File: config.mk
export PLATFORM = sky130hd
export DESIGN_NAME = if_fetch
export DESIGN_NICKNAME = d
export VERILOG_FILES = /design/src/rtl/if_fetch_pkg.sv /design/src/rtl/if_fetch_queue.sv /design/src/rtl/if_fetch.sv
export SDC_FILE = /design/constraint.sdc
export NUM_CORES = 1
export LEC_CHECK = 0
export ABC_CLOCK_PERIOD_IN_PS = 18590
export CAP_MARGIN = 20
export CORE_MARGIN = 5
export CORE_UTILIZATION = 30
export DETAILED_ROUTE_END_ITERATION = 8
export REMOVE_ABC_BUFFERS = 1
export SLEW_MARGIN = 20
export SYNTH_ARGS = -nofsm -noshare
export SYNTH_HDL_FRONTEND = slang
export SYNTH_SLANG_ARGS = --single-unit
File: constraint.sdc
create_clock -name clk -period 18.59 [get_ports clk]
set_input_delay 2.7885 -clock clk [delete_from_list [all_inputs] [get_ports clk]]
set_output_delay 2.7885 -clock clk [all_outputs]
set_load 0.02 [all_outputs]
File: src/rtl/if_fetch_pkg.sv
// Shared types and constants for the instruction-fetch stage.
// Provides bus widths, the zero word, chip-enable and reset levels,
// the default reset PC, the fetch FSM state encoding and the
// {pc, inst} queue entry. The HALT state exists only when
// IF_MISALIGN_CHECK_EN is defined.
package if_fetch_pkg;

  localparam int unsigned INST_ADDR_W = 32;
  localparam int unsigned INST_W      = 32;
  localparam int unsigned ENTRY_W     = INST_ADDR_W + INST_W;

  localparam logic [INST_W-1:0]      ZERO_WORD        = '0;
  localparam logic                   CHIP_ENABLE      = 1'b1;
  localparam logic                   CHIP_DISABLE     = 1'b0;
  localparam logic                   RST_ENABLE       = 1'b1;
  localparam logic [INST_ADDR_W-1:0] RESET_PC_DEFAULT = 32'h0000_0000;

  typedef enum logic [1:0] {
    ST_IDLE = 2'd0,
    ST_RUN  = 2'd1
`ifdef IF_MISALIGN_CHECK_EN
    ,
    ST_HALT = 2'd2
`endif
  } fetch_state_e;

  typedef struct packed {
    logic [INST_ADDR_W-1:0] pc;
    logic [INST_W-1:0]      inst;
  } fetch_entry_t;

  // Clears the byte-offset bits so the ROM only ever sees word addresses.
  function automatic logic [INST_ADDR_W-1:0] word_align(input logic [INST_ADDR_W-1:0] addr);
    return {addr[INST_ADDR_W-1:2], 2'b00};
  endfunction

`ifdef IF_MISALIGN_CHECK_EN
  function automatic logic is_misaligned(input logic [INST_ADDR_W-1:0] addr);
    return addr[1:0] != 2'b00;
  endfunction
`endif

endpackage

File: src/rtl/if_fetch_queue.sv
// Synchronous FIFO holding fetched {pc, inst} entries.
// Ports: clk, rst (sync, active-high), push/pop/flush controls,
// push_data in, head_data (entry at the read pointer, raw), count.
// Push while full is accepted only together with a pop; flush wins
// over push and pop. DEPTH must be a power of two and >= 2.
module if_fetch_queue
  import if_fetch_pkg::*;
#(
  parameter int unsigned WIDTH = ENTRY_W,
  parameter int unsigned DEPTH = 2
) (
  input  logic                       clk,
  input  logic                       rst,
  input  logic                       push,
  input  logic                       pop,
  input  logic                       flush,
  input  logic [WIDTH-1:0]           push_data,
  output logic [WIDTH-1:0]           head_data,
  output logic [$clog2(DEPTH):0]     count
);

  localparam int unsigned PTR_W = $clog2(DEPTH);
  localparam int unsigned CNT_W = PTR_W + 1;

  logic [WIDTH-1:0] mem [DEPTH];
  logic [PTR_W-1:0] wr_ptr;
  logic [PTR_W-1:0] rd_ptr;
  logic             do_push;
  logic             do_pop;

  // A full queue still takes a push when the head leaves in the same cycle.
  always_comb begin
    do_pop  = pop & (count != '0);
    do_push = push & ((count < CNT_W'(DEPTH)) | do_pop);
  end

  // Pointer and occupancy state; pointers wrap naturally (power-of-two depth).
  always_ff @(posedge clk) begin
    if (rst == RST_ENABLE || flush) begin
      wr_ptr <= '0;
      rd_ptr <= '0;
      count  <= '0;
    end else begin
      if (do_push) wr_ptr <= wr_ptr + PTR_W'(1);
      if (do_pop)  rd_ptr <= rd_ptr + PTR_W'(1);
      count <= count + CNT_W'(do_push) - CNT_W'(do_pop);
    end
  end

  // Storage array, no reset needed: validity is tracked by count.
  always_ff @(posedge clk) begin
    if (rst != RST_ENABLE && !flush && do_push) mem[wr_ptr] <= push_data;
  end

  assign head_data = mem[rd_ptr];

endmodule

File: src/rtl/if_fetch.sv
// Instruction-fetch initiator: owns the PC, drives the instruction ROM
// (combinational read data) and queues {pc, inst} pairs for decode over
// a valid/ready handshake. Redirects from EX flush the queue and reload PC.
// Ports:
//   clk, rst (sync active-high)
//   rom_ce_o, rom_addr_o, rom_inst_i        ROM interface
//   branch_flag_i, branch_target_i          redirect from EX
//   id_ready_i, if_valid_o, if_pc_o,
//   if_inst_o, if_count_o                   decode handshake / debug
// Optional: IF_MISALIGN_CHECK_EN adds if_misalign_o / if_bad_addr_o and a
// HALT state entered on a misaligned redirect target.
module if_fetch
  import if_fetch_pkg::*;
#(
  parameter logic [INST_ADDR_W-1:0] RESET_PC    = RESET_PC_DEFAULT,
  parameter int unsigned            QUEUE_DEPTH = 2
) (
  input  logic                           clk,
  input  logic                           rst,
  output logic                           rom_ce_o,
  output logic [INST_ADDR_W-1:0]         rom_addr_o,
  input  logic [INST_W-1:0]              rom_inst_i,
  input  logic                           branch_flag_i,
  input  logic [INST_ADDR_W-1:0]         branch_target_i,
  input  logic                           id_ready_i,
  output logic                           if_valid_o,
  output logic [INST_ADDR_W-1:0]         if_pc_o,
  output logic [INST_W-1:0]              if_inst_o,
`ifdef IF_MISALIGN_CHECK_EN
  output logic                           if_misalign_o,
  output logic [INST_ADDR_W-1:0]         if_bad_addr_o,
`endif
  output logic [$clog2(QUEUE_DEPTH):0]   if_count_o
);

  localparam int unsigned CNT_W = $clog2(QUEUE_DEPTH) + 1;

  fetch_state_e           state_q;
  fetch_state_e           state_d;
  logic [INST_ADDR_W-1:0] pc_q;
  logic [INST_ADDR_W-1:0] pc_d;
  logic                   ce_q;
  logic                   push;
  logic                   pop;
  logic [CNT_W-1:0]       count;
  logic [ENTRY_W-1:0]     head_raw;
  fetch_entry_t           head;
  fetch_entry_t           new_entry;

`ifdef IF_MISALIGN_CHECK_EN
  logic                   misalign_q;
  logic [INST_ADDR_W-1:0] bad_addr_q;
  logic                   bad_redirect;
`endif

  // Next state, handshake decode and next PC.
  always_comb begin
    state_d   = state_q;
    pc_d      = pc_q;
    pop       = if_valid_o & id_ready_i;
    push      = 1'b0;
    new_entry = '{pc: pc_q, inst: rom_inst_i};

    unique case (state_q)
      ST_IDLE: state_d = ST_RUN;
      ST_RUN:  state_d = ST_RUN;
`ifdef IF_MISALIGN_CHECK_EN
      ST_HALT: state_d = ST_HALT;
`endif
      default: state_d = ST_IDLE;
    endcase

`ifdef IF_MISALIGN_CHECK_EN
    bad_redirect = branch_flag_i & is_misaligned(branch_target_i);
    if (bad_redirect) state_d = ST_HALT;
`endif

    // Redirect beats push; the ROM word read this cycle is dropped.
    push = (state_q == ST_RUN) & ~branch_flag_i & ((count < CNT_W'(QUEUE_DEPTH)) | pop);

    if (branch_flag_i)  pc_d = word_align(branch_target_i);
    else if (push)      pc_d = pc_q + 32'd4;
  end

  // State, PC and chip-enable registers.
  always_ff @(posedge clk) begin
    if (rst == RST_ENABLE) begin
      state_q <= ST_IDLE;
      pc_q    <= RESET_PC;
      ce_q    <= CHIP_DISABLE;
    end else begin
      state_q <= state_d;
      pc_q    <= pc_d;
      ce_q    <= (state_d == ST_RUN) ? CHIP_ENABLE : CHIP_DISABLE;
    end
  end

`ifdef IF_MISALIGN_CHECK_EN
  // Sticky error flag; keeps the first offending target.
  always_ff @(posedge clk) begin
    if (rst == RST_ENABLE) begin
      misalign_q <= 1'b0;
      bad_addr_q <= '0;
    end else if (bad_redirect && !misalign_q) begin
      misalign_q <= 1'b1;
      bad_addr_q <= branch_target_i;
    end
  end

  assign if_misalign_o = misalign_q;
  assign if_bad_addr_o = bad_addr_q;
`endif

  if_fetch_queue #(
    .WIDTH (ENTRY_W),
    .DEPTH (QUEUE_DEPTH)
  ) u_queue (
    .clk       (clk),
    .rst       (rst),
    .push      (push),
    .pop       (pop),
    .flush     (branch_flag_i),
    .push_data (new_entry),
    .head_data (head_raw),
    .count     (count)
  );

  assign head       = fetch_entry_t'(head_raw);
  assign rom_ce_o   = ce_q;
  assign rom_addr_o = pc_q;
  assign if_count_o = count;
  assign if_valid_o = (count != '0);
  // Empty queue presents zeros rather than stale storage.
  assign if_pc_o    = if_valid_o ? head.pc   : '0;
  assign if_inst_o  = if_valid_o ? head.inst : ZERO_WORD;

endmodule

== Yosys cells after proc, flatten, opt, wreduce, memory -nomap -nowiden ==
Memories as Yosys holds them, arrays and structs flattened. A register that Yosys moved wholly into a read port is not among the register bits.
Index checks and enable logic that the tools add are counted.
Cells by class
  add/subtract/negate cells: 5
  magnitude comparators: 1
  eq/ne operators: 2
  muxes and demuxes: 10
  bitwise gates (word level): 9
  reductions and logical operators: 9
Operators by type and width (count)
  2-to-1 mux 32 bit: 4
  adder 32 x 3 -> 32 bit, second input constant: 1
  2-to-1 mux 1 bit: 6
  bitwise AND 1 bit: 5
  == test 2 x 1 -> 1 bit, second input constant: 2
  nonzero test 2 bit: 2
  OR reduction 2 bit: 2
  adder 1 bit, second input constant: 2
  adder 2 x 1 -> 2 bit: 1
  logical AND 1 bit: 2
  zero test 2 bit: 1
  < comparator 2 bit, second input constant: 1
  inverter 1 bit: 2
  OR 1 bit: 2
  subtractor 2 x 1 -> 2 bit: 1
  zero test 1 bit: 1
  logical OR 1 bit: 1
Word-level totals
  bits in registers: 39
  memory bits (writable): 128
  input bits: 68
  output and inout bits: 100
  logic and storage cells: 44
  memories kept: 1
Memory list
  u_queue.mem: words 2, width 64, read ports 1, clocked after memory_dff 1, wr ports 1, RTL line if_fetch_queue.sv:25  | logic [WIDTH-1:0] mem [DEPTH];

== Depth between registers and ports, before layout ==
Gate-level depths: netlist of the first run.
  word-level depth: 8
  depth in mapped cells: 7
  mapped depth without buffers: 7

== By module ==
From an unflattened synthesis of the first run, not the netlist that was laid out.
Second synthesis, totals
  cells, all modules: 528
  area, all modules: 7478.4 sq um
Modules (own cells, without submodules)
  if_fetch_queue: times used 1, cells each 223, area each 5153.7 sq um, seq. area each 3943.8 sq um
  if_fetch: times used 1, cells each 305, area each 2324.7 sq um, seq. area each 620.6 sq um

== Least setup slack after synthesis of the first run ==
No wires, ideal clock.
  path kind: input to register
  from: in branch_flag_i
  to: mem u_queue.mem[0][0] in the netlist's numbering, enable pin
  arrival time: 8.982 ns
  data required time: 17.955 ns
  path slack: 8.972 ns
  cell stages on the path: 2
  buffers on the path: 1
  path through: clkbuf_1 > nor4_1
On the way
  word-level cells in the longest chain between the ends: 7
  elaborated cells on any way between the ends: 9
Ends and longest elaborated chain
  start: declaration: RTL line if_fetch.sv:23  | input logic branch_flag_i,
  inverter 1 bit: RTL line if_fetch.sv:79  | push = (state_q == ST_RUN) & ~branch_flag_i & ((count < CNT_W'(QUEUE_DEPTH)) | pop);
  bitwise AND 1 bit (2 in series): RTL line if_fetch.sv:79
  bitwise AND 1 bit: RTL line if_fetch_queue.sv:34  | do_push = push & ((count < CNT_W'(DEPTH)) | do_pop);
  logical AND 1 bit *: RTL line if_fetch_queue.sv:52  | if (rst != RST_ENABLE && !flush && do_push) mem[wr_ptr] <= push_data;
  2-to-1 mux 1 bit *: RTL line if_fetch_queue.sv:52
  2-to-1 mux 1 bit (not written as such) *: RTL line if_fetch_queue.sv:52
  end: declaration: RTL line if_fetch_queue.sv:25
Mark *: on every way between the ends. The rest lies on a longest branch, timed or not.

== Worst setup path after layout of the first run ==
  from: in branch_flag_i
  to: mem u_queue.mem[1][12] in the netlist's numbering, enable pin
The elaborated chain is that of the path after synthesis.

==> reports/results.ini, run 1 <==
[setup_path]
cp.buffers_inverters=3
arrival_ns=5.47
start_kind=input pin
cp_top_family=buffers and inverters
cp-end-kind=flop
slowest_stage=inv_2
max_stage_delay_ns=0.75
worst-r2r-cell-count=5
r2r_start=rom_addr_o[13]
crit_chain=clkdlybuf4s50_1 -> inv_2 -> nand2_1 -> nor3_2 -> buf_4
worstPathMaxFanout=53
crit_type=in2reg
worstPathRequired_ns=18.63
r2r-end=rom_addr_o[31]
regToRegSetupSlack_ns=16.32

[synth]
yosys.area.top_type=edfxtp_1
yosys.area.top_type_share_pct=56.2
ys_ff_latch=160
synth.cell_area_um2=6630
synthArstFlopShare_pct=0
synth_seq_area_share_pct=67.1
synth_edf_count=124
ys_warn_count=0
syn_avg_cell_area_um2=13.1
ys_top_cells_by_area=edfxtp_1, dfxtp_1, mux2i_1
synth_ff_type=edfxtp_1
synthCells=506
synth_cell_type_count=41

[sta]
fin_setup_tns_ns=0
maxSlewHeadroom_pct=43.3
drv_slew=0
rsz0062_at_grt=false
fin_skew_ns=0.0104
finalHoldViolations=0
worst_pin_slew_ns=0.849
fmax_ghz=0.184
final.period_utilization_pct=29.2
fin_crit_ns=5.43
setup_viol=0

[placement]
dp_hpwl_um=11100
dp.cells=928
place.gp.congestion=0.789
io_buffers=161

[clocking]
cts_setup_buffers=0
cts_tree=built
postCtsHoldBufs=0
cts_resized=0
cts.clk_slew.worst_paths_ns=0.07
clockRootBuffer=clkbuf_16
cts-buffers-inserted=17
cts_max_level=4
worstSkewPairLatency_ns=0.41
clockBufferDepth=2
cts.sinks=160

[die]
initial_core_util_pct=30.5
die_w_um=159
io-pin-count=168
die_y_um=159
die-area_um2=25200
rows=54
fp.coreArea_um2=21800

[global_route]
first_global_vias=4634
gr-total-overflow=0
antenna_found_initial=0
grt_use_total_pct=13.3
grt_max_degree=63
grt_pass1_wl_um=25600

[final_layout]
diodes=0
area_delta_synth_final_pct=38.2
fin_nets=738
final_cells=961
final_common_cell=clkdlybuf4s50_1
final_cell_mix=clkdlybuf4s50_1, edfxtp_1, nor2_1, mux2i_1, dfxtp_1
drive_above_1_share_pct=7.49
fillers=2054

[status]
status=finished, final reports clean

[min_path]
worst_hold_path.num_cells=2
hold_path.class=reg2reg
min_from=u_queue.rd_ptr

[power_and_ir_drop]
ir_worst_vdd_v=0.0000530
power_density_nw_per_um2=92.3
p_leak_uw=0.00294

[detailed_routing]
drtPass1Iterations=4
drt_first_iter_violations=217
drc_errors=0
dr_total_vias=4448
ant_nets=0
wl_um=16600
routedWlPerCell_um=17.3
vias_per_cell=4.63

[flow_run]
drv_cap=0

## final cells by class
class                           instances  area, um2  area share [%]
Clock buffer                           20        447            4.88
Clock inverter                         12        158            1.72
Inverter                                9       33.8           0.369
Multi-Input combinational cell        312       2040            22.3
Sequential cell                       160       4450            48.6
Tap cell                              280        350            3.83
Timing Repair Buffer                  168       1680            18.3
## state kept, by name, summed over array words and instances (netlist names), named ones only
name	count
u_queue.mem	124
rom_addr_o	30
u_queue.count	2
rom_ce_o	1
u_queue.rd_ptr	1
u_queue.wr_ptr	1
## routing by layer
| layer | GRT usage (%) | part of all wire, % | vias to the layer above |
|---|---|---|---|
| met5 | 0 | 0 | - |
| met4 | 3.17 | 0.57 | 0 |
| met3 | 3.89 | 6.5 | 6 |
| met2 | 21.6 | 47 | 134 |
| met1 | 17.6 | 45 | 2146 |
| li1 | - | - | 2162 |
## how the worst max path moves through the flow
stage / from / endpoint / slack (ns) / depth (start not counted)
3_5_place_dp: branch_flag_i / u_queue.mem[1][15] / 12.68 / 5
6_report: branch_flag_i / u_queue.mem[1][12] / 13.16 / 5
5_1_grt: branch_flag_i / u_queue.mem[1][1] / 12.94 / 5
4_1_cts: branch_flag_i / u_queue.mem[1][1] / 13.12 / 5
3_3_place_gp: branch_flag_i / u_queue.mem[1][25] / 12.74 / 5
2_1_floorplan: id_ready_i / u_queue.mem[0][0] / 9.00 / 3
## cell families (layout without fill, tap and decap cells)
| kind of cell | after synthesis | after routing | share of synthesized area, % |
|---|---|---|---|
| AOI/OAI and AO/OA | 36 | 36 | 3.78 |
| xor gates and xnor gates | 30 | 30 | 3.97 |
| adders and majority gates | 2 | 2 | 0.378 |
| buffers and inverters | 37 | 209 | 2.55 |
| DFF | 160 | 160 | 67.1 |
| muxes | 62 | 62 | 9.37 |
| other | 1 | 4 | 0.0566 |
| and+or+nand+nor | 178 | 178 | 12.8 |
## Yosys cell counts (2+ instances only)
library cell	count
edfxtp_1	124
nor2_1	91
mux2i_1	62
dfxtp_1	36
nand2_1	27
clkbuf_1	19
xnor2_1	16
nand3_1	15
a211oi_1	14
xor2_1	14
nor4_1	9
inv_1	8
a21oi_1	7
nand4_1	6
nor3_1	6
o21ai_0	6
a311oi_1	4
buf_4	4
or3_1	4
and3_1	3
buf_1	3
and2_1	2
buf_6	2
ha_1	2
nand4b_1	2
nor4_2	2
o211a_1	2
o22ai_1	2
or2_2	2
## where the power goes
group | leakage [uW] | internal (uW) | total (uW) | switching, uW
sequential | 0.00144 | 396 | 408 | 11.6
combinational | 0.00121 | 40.2 | 81.5 | 41.4
clock | 0.000289 | 216 | 356 | 140
## stage by stage
step | instance area (um2) | hold slack (ns) | total power (uW) | utilization (%) | setup WS [ns]
final | 9160 | 0.519 | 845 | 42.1 | 13.16
after global routing | 9160 | 0.544 | 882 | 42.1 | 12.94
after CTS | 9140 | 0.521 | 858 | 42.0 | 13.12
after detailed placement | 8530 | 0.496 | 498 | 39.2 | 12.68
after global placement | 8530 | 0.495 | 496 | 39.2 | 12.74
after floorplan | 6500 | 0.481 | 450 | - | 9.00
## tightest hold or removal path, cell delays in order (launching register included)
cell	delay (ns)
dfxtp_1	0.33
xnor2_1	0.08
nor2_1	0.07
No activity file was read; power rests on OpenSTA's default activity.
==> run 2, diff against run 1 <==
Settings changed: ABC_CLOCK_PERIOD_IN_PS 18590 to 4690.
Clock period 18.59 ns to 4.69 ns, I/O delays scaled along.
==> reports/results.ini, run 2 (synthesis results as in run 1) <==
[global_route]
first_global_vias=4499
grt_pass1_wl_um=25400
grt_max_degree=53
grt_use_total_pct=13.2
antenna_found_initial=0
gr-total-overflow=0

[clocking]
clockBufferDepth=2
cts_max_level=4
cts-buffers-inserted=17
cts_tree=built
clockRootBuffer=clkbuf_16
cts_setup_buffers=0
worstSkewPairLatency_ns=0.41
cts.sinks=160
cts.clk_slew.worst_paths_ns=0.06
cts_resized=0
postCtsHoldBufs=0

[final_layout]
area_delta_synth_final_pct=38.4
fin_nets=739
final_core_util_pct=42.2
drive_above_1_share_pct=7.62
diodes=0
final_cell_mix=clkdlybuf4s50_1, edfxtp_1, nor2_1, mux2i_1, dfxtp_1
regMostFlops=u_queue.mem
largest_reg_flops=124
finalInstanceArea_um2=9170
final_common_cell=clkdlybuf4s50_1

[sta]
timing.final.ws_setup_ns=1.41
fmax_ghz=0.305
hold_ws_ns=0.523
maxSlewHeadroom_pct=45.8
fin_crit_ns=3.28
rsz0062_at_grt=false
final.period_utilization_pct=70.0
setup_viol=0
finalHoldViolations=0
drv_slew=0
fin_skew_ns=0.0102
worst_pin_slew_ns=0.806

[placement]
placed_area_um2=8560
pre_cts_ws_ns=1.68
place.gp.congestion=0.788
dp_hpwl_um=11600
io_buffers=161

[detailed_routing]
wl_um=16700
routedWlPerCell_um=17.3
vias_per_cell=4.55
drt_first_iter_violations=253
ant_nets=0
dr_total_vias=4375
drc_errors=0
drtPass1Iterations=4

[setup_path]
slowest_stage=nor2_4
worstPathMaxFanout=37
cp_top_family=buffers and inverters
worst-path-stages=4
start_kind=flop
worst-r2r-cell-count=7
crit_chain=nor2_4 -> buf_4 -> nor2_1 -> clkdlybuf4s50_1
cp.buffers_inverters=2
cp-end-kind=output port
worstPathRequired_ns=3.99
crit_type=reg2out
arrival_ns=2.58
max_stage_delay_ns=0.58

[die]
die-area_um2=25200
io-pin-count=168
die_w_um=159
rows=54
initial_core_util_pct=30.5
die_y_um=159
fp.coreArea_um2=21800

[power_and_ir_drop]
power_density_nw_per_um2=367
ir_worst_vdd_v=0.000249
finalPower_uw=3360
p_leak_uw=0.00295

[min_path]
hold_path.class=reg2reg
worst_hold_path.num_cells=0

[status]
status=finished, final reports clean

[flow_run]
drv_cap=0

run 2: changes by cell type in the layout (fill, tap and decap cells not counted):
cell | previous run | this run
buf_4 | 6 | 7
clkinv_2 | 1 | 0
clkbuf_8 | 1 | 2
run 2: worst reg2reg max path, stage by stage (launching register included):
cell,delay [ns]
dfxtp_1,0.38
nor2_4,0.58
inv_1,0.13
and2_1,0.22
ha_1,0.30
nor3_1,0.31
xnor2_1,0.18
nor2_1,0.06
run 2: layout make-up:
type / instances / area, um2
fillers: 2069 / 12600
well taps: 280 / 350
flip-flops and latches: 160 / 4450
clock buffers: 21 / 460
multi-input cells: 312 / 2040
clock inverters: 11 / 153
repair buffers: 169 / 1680
inverters: 9 / 33.8
run 2: routing by layer:
metal	share of wire, %	track usage, %	wire length (um)	vias up
met5	0	0	0	-
li1	-	-	-	2166
met1	46	17.7	7710	2077
met4	0.52	2.56	87	0
met2	47	21.4	7900	127
met3	5.9	4.00	976	5
run 2: report_power, final:
group	switching (uW)	leakage (uW)	internal [uW]
Sequential	45.5	0.00144	1570
Combinational	164	0.00121	160
Clock	553	0.000292	872
run 2: through the flow:
step | std cells | setup TNS [ns]
after global placement | 929 | 0
after global routing | 962 | 0
after floorplan | 481 | -271.25
after CTS | 962 | 0
final | 962 | 0
after detailed placement | 930 | 0
run 2: worst paths after layout:
path	start	to	slack, ns
hold / removal	rom_addr_o[31]	u_queue.mem[0][63]	0.52
setup / recovery	u_queue.count[1]	if_pc_o[14]	1.41
setup reg to reg	u_queue.count[1]	u_queue.count[1]	2.41
hold reg to reg	rom_addr_o[31]	u_queue.mem[0][63]	0.52
==> run 3, diff against run 2 <==
Settings changed: ABC_CLOCK_PERIOD_IN_PS 4690 to 2900.
Clock period 4.69 ns to 2.9 ns, I/O delays scaled along.
==> reports/results.ini, run 3 (synthesis results as in run 1) <==
[placement]
dp_hpwl_um=11700
place.gp.congestion=0.755
io_buffers=161
pre_cts_ws_ns=0.194

[clocking]
cts.sinks=160
clockBufferDepth=2
postCtsHoldBufs=0
cts_tree=built
cts-buffers-inserted=17
cts_max_level=4
cts.clk_slew.worst_paths_ns=0.07
clockRootBuffer=clkbuf_16
worstSkewPairLatency_ns=0.42

[sta]
setup_viol=0
maxSlewHeadroom_pct=56.5
fin_skew_ns=0.0102
finalHoldViolations=0
fmax_ghz=0.378
worst_pin_slew_ns=0.648
fin_crit_ns=2.64
drv_slew=0
hold_ws_ns=0.519
final.period_utilization_pct=91.1
timing.final.ws_setup_ns=0.257
rsz0062_at_grt=false

[power_and_ir_drop]
p_clk_share_pct=41.4
switching_share_pct=22.8
power_density_nw_per_um2=581
ir_worst_vdd_v=0.000387
internal-power_uw=4160
p_comb_share_pct=10.3
p_seq_share_pct=48.3
power_switching_uw=1230
p_leak_uw=0.00300

[setup_path]
cp-end-kind=output port
worstPathRequired_ns=2.47
arrival_ns=2.21
worstPathMaxFanout=27
start_kind=flop
crit_type=reg2out

[detailed_routing]
drt_first_iter_violations=282
wl_um=17400
vias_per_cell=4.60
drc_errors=0
ant_nets=0
drtPass1Iterations=4
dr_total_vias=4476
routedWlPerCell_um=17.9

[die]
fp.coreArea_um2=21800
die_w_um=159
die-area_um2=25200
die_y_um=159
initial_core_util_pct=30.5
rows=54
io-pin-count=168

[final_layout]
final_core_util_pct=42.7
fin_nets=750
diodes=0
regMostFlops=u_queue.mem
fillers=2021
drive_above_1_share_pct=8.95
largest_reg_flops=124
area_delta_synth_final_pct=40.0
final_common_cell=clkdlybuf4s50_1
final_cell_mix=clkdlybuf4s50_1, edfxtp_1, nor2_1, mux2i_1, dfxtp_1

[global_route]
gr-total-overflow=0
grt_max_degree=53
grt_use_total_pct=13.8
antenna_found_initial=0
first_global_vias=4655
grt_pass1_wl_um=26400

[flow_run]
drv_cap=0

[min_path]
hold_path.class=reg2reg

[status]
status=finished, final reports clean

-- run 3: cell types whose count changed in the layout (fill, tap and decap cells not counted), moves of 2 or more --
| cell | delta |
|---|---|
| buf_4 | +6 |
| buf_12 | +4 |
| clkinv_2 | +4 |
| inv_6 | -3 |
| clkbuf_1 | +2 |
| clkbuf_8 | -2 |
-- run 3: cell type report --
cell class	instances	area (um2)	share of cell area, %
sequential	160	4450	47.9
multi-input combinational	313	2050	22.1
tap	280	350	3.78
timing repair buffer	179	1810	19.5
clock inverter	11	143	1.54
clock buffer	21	440	4.75
inverter	9	33.8	0.364
-- run 3: final timing paths --
| path | from | to | slack (ns) | depth (start not counted) |
|---|---|---|---|---|
| hold reg to reg | u_queue.rd_ptr | u_queue.rd_ptr | 0.52 | 2 |
| setup / recovery | flop | if_pc_o[14] | 0.26 | 4 |
| setup reg to reg | rom_addr_o[12] | rom_addr_o[31] | 0.65 | 5 |
| hold / removal | u_queue.rd_ptr | u_queue.rd_ptr | 0.52 | 2 |
-- run 3: per-layer routing --
metal	share of wire (%)	wire length [um]	vias up	GRT usage (%)
li1	-	-	2185	-
met1	47	8110	2154	19.0
met2	46	8080	129	22.0
met3	6.3	1100	8	3.67
met4	0.74	129	0	3.45
met5	0	0	-	0
-- run 3: per-stage QoR --
step	total power (uW)	TNS [ns]	instances	cell area [um2]
after floorplan	2880	-485.51	481	6500
after global placement	3190	0	938	8670
after detailed placement	3200	0	938	8670
after CTS	5460	0	973	9280
after global routing	5610	0	973	9280
final	5390	0	973	9280
-- run 3: power groups by stage --
stage                     sequential [uW]  combinational [uW]  clock (uW)
final                                2600                 555        2230
after global routing                 2610                 596        2400
after CTS                            2600                 562        2300
after detailed placement             2650                 551           0
after global placement               2650                 544           0
after floorplan                      2690                 200           0
-- run 3: worst max-delay path: stages (launching register included) --
cell and delay (ns):
dfxtp_4 0.61, buf_12 0.28, mux2i_1 0.28, nor2_1 0.07, clkdlybuf4s50_1 0.54
-- run 3: timing repair --
action | 4_1_cts | 5_1_grt
setup buffers | 2 | 0
setup endpoints to repair | 28 | 0
gates resized for setup | 1 | 0
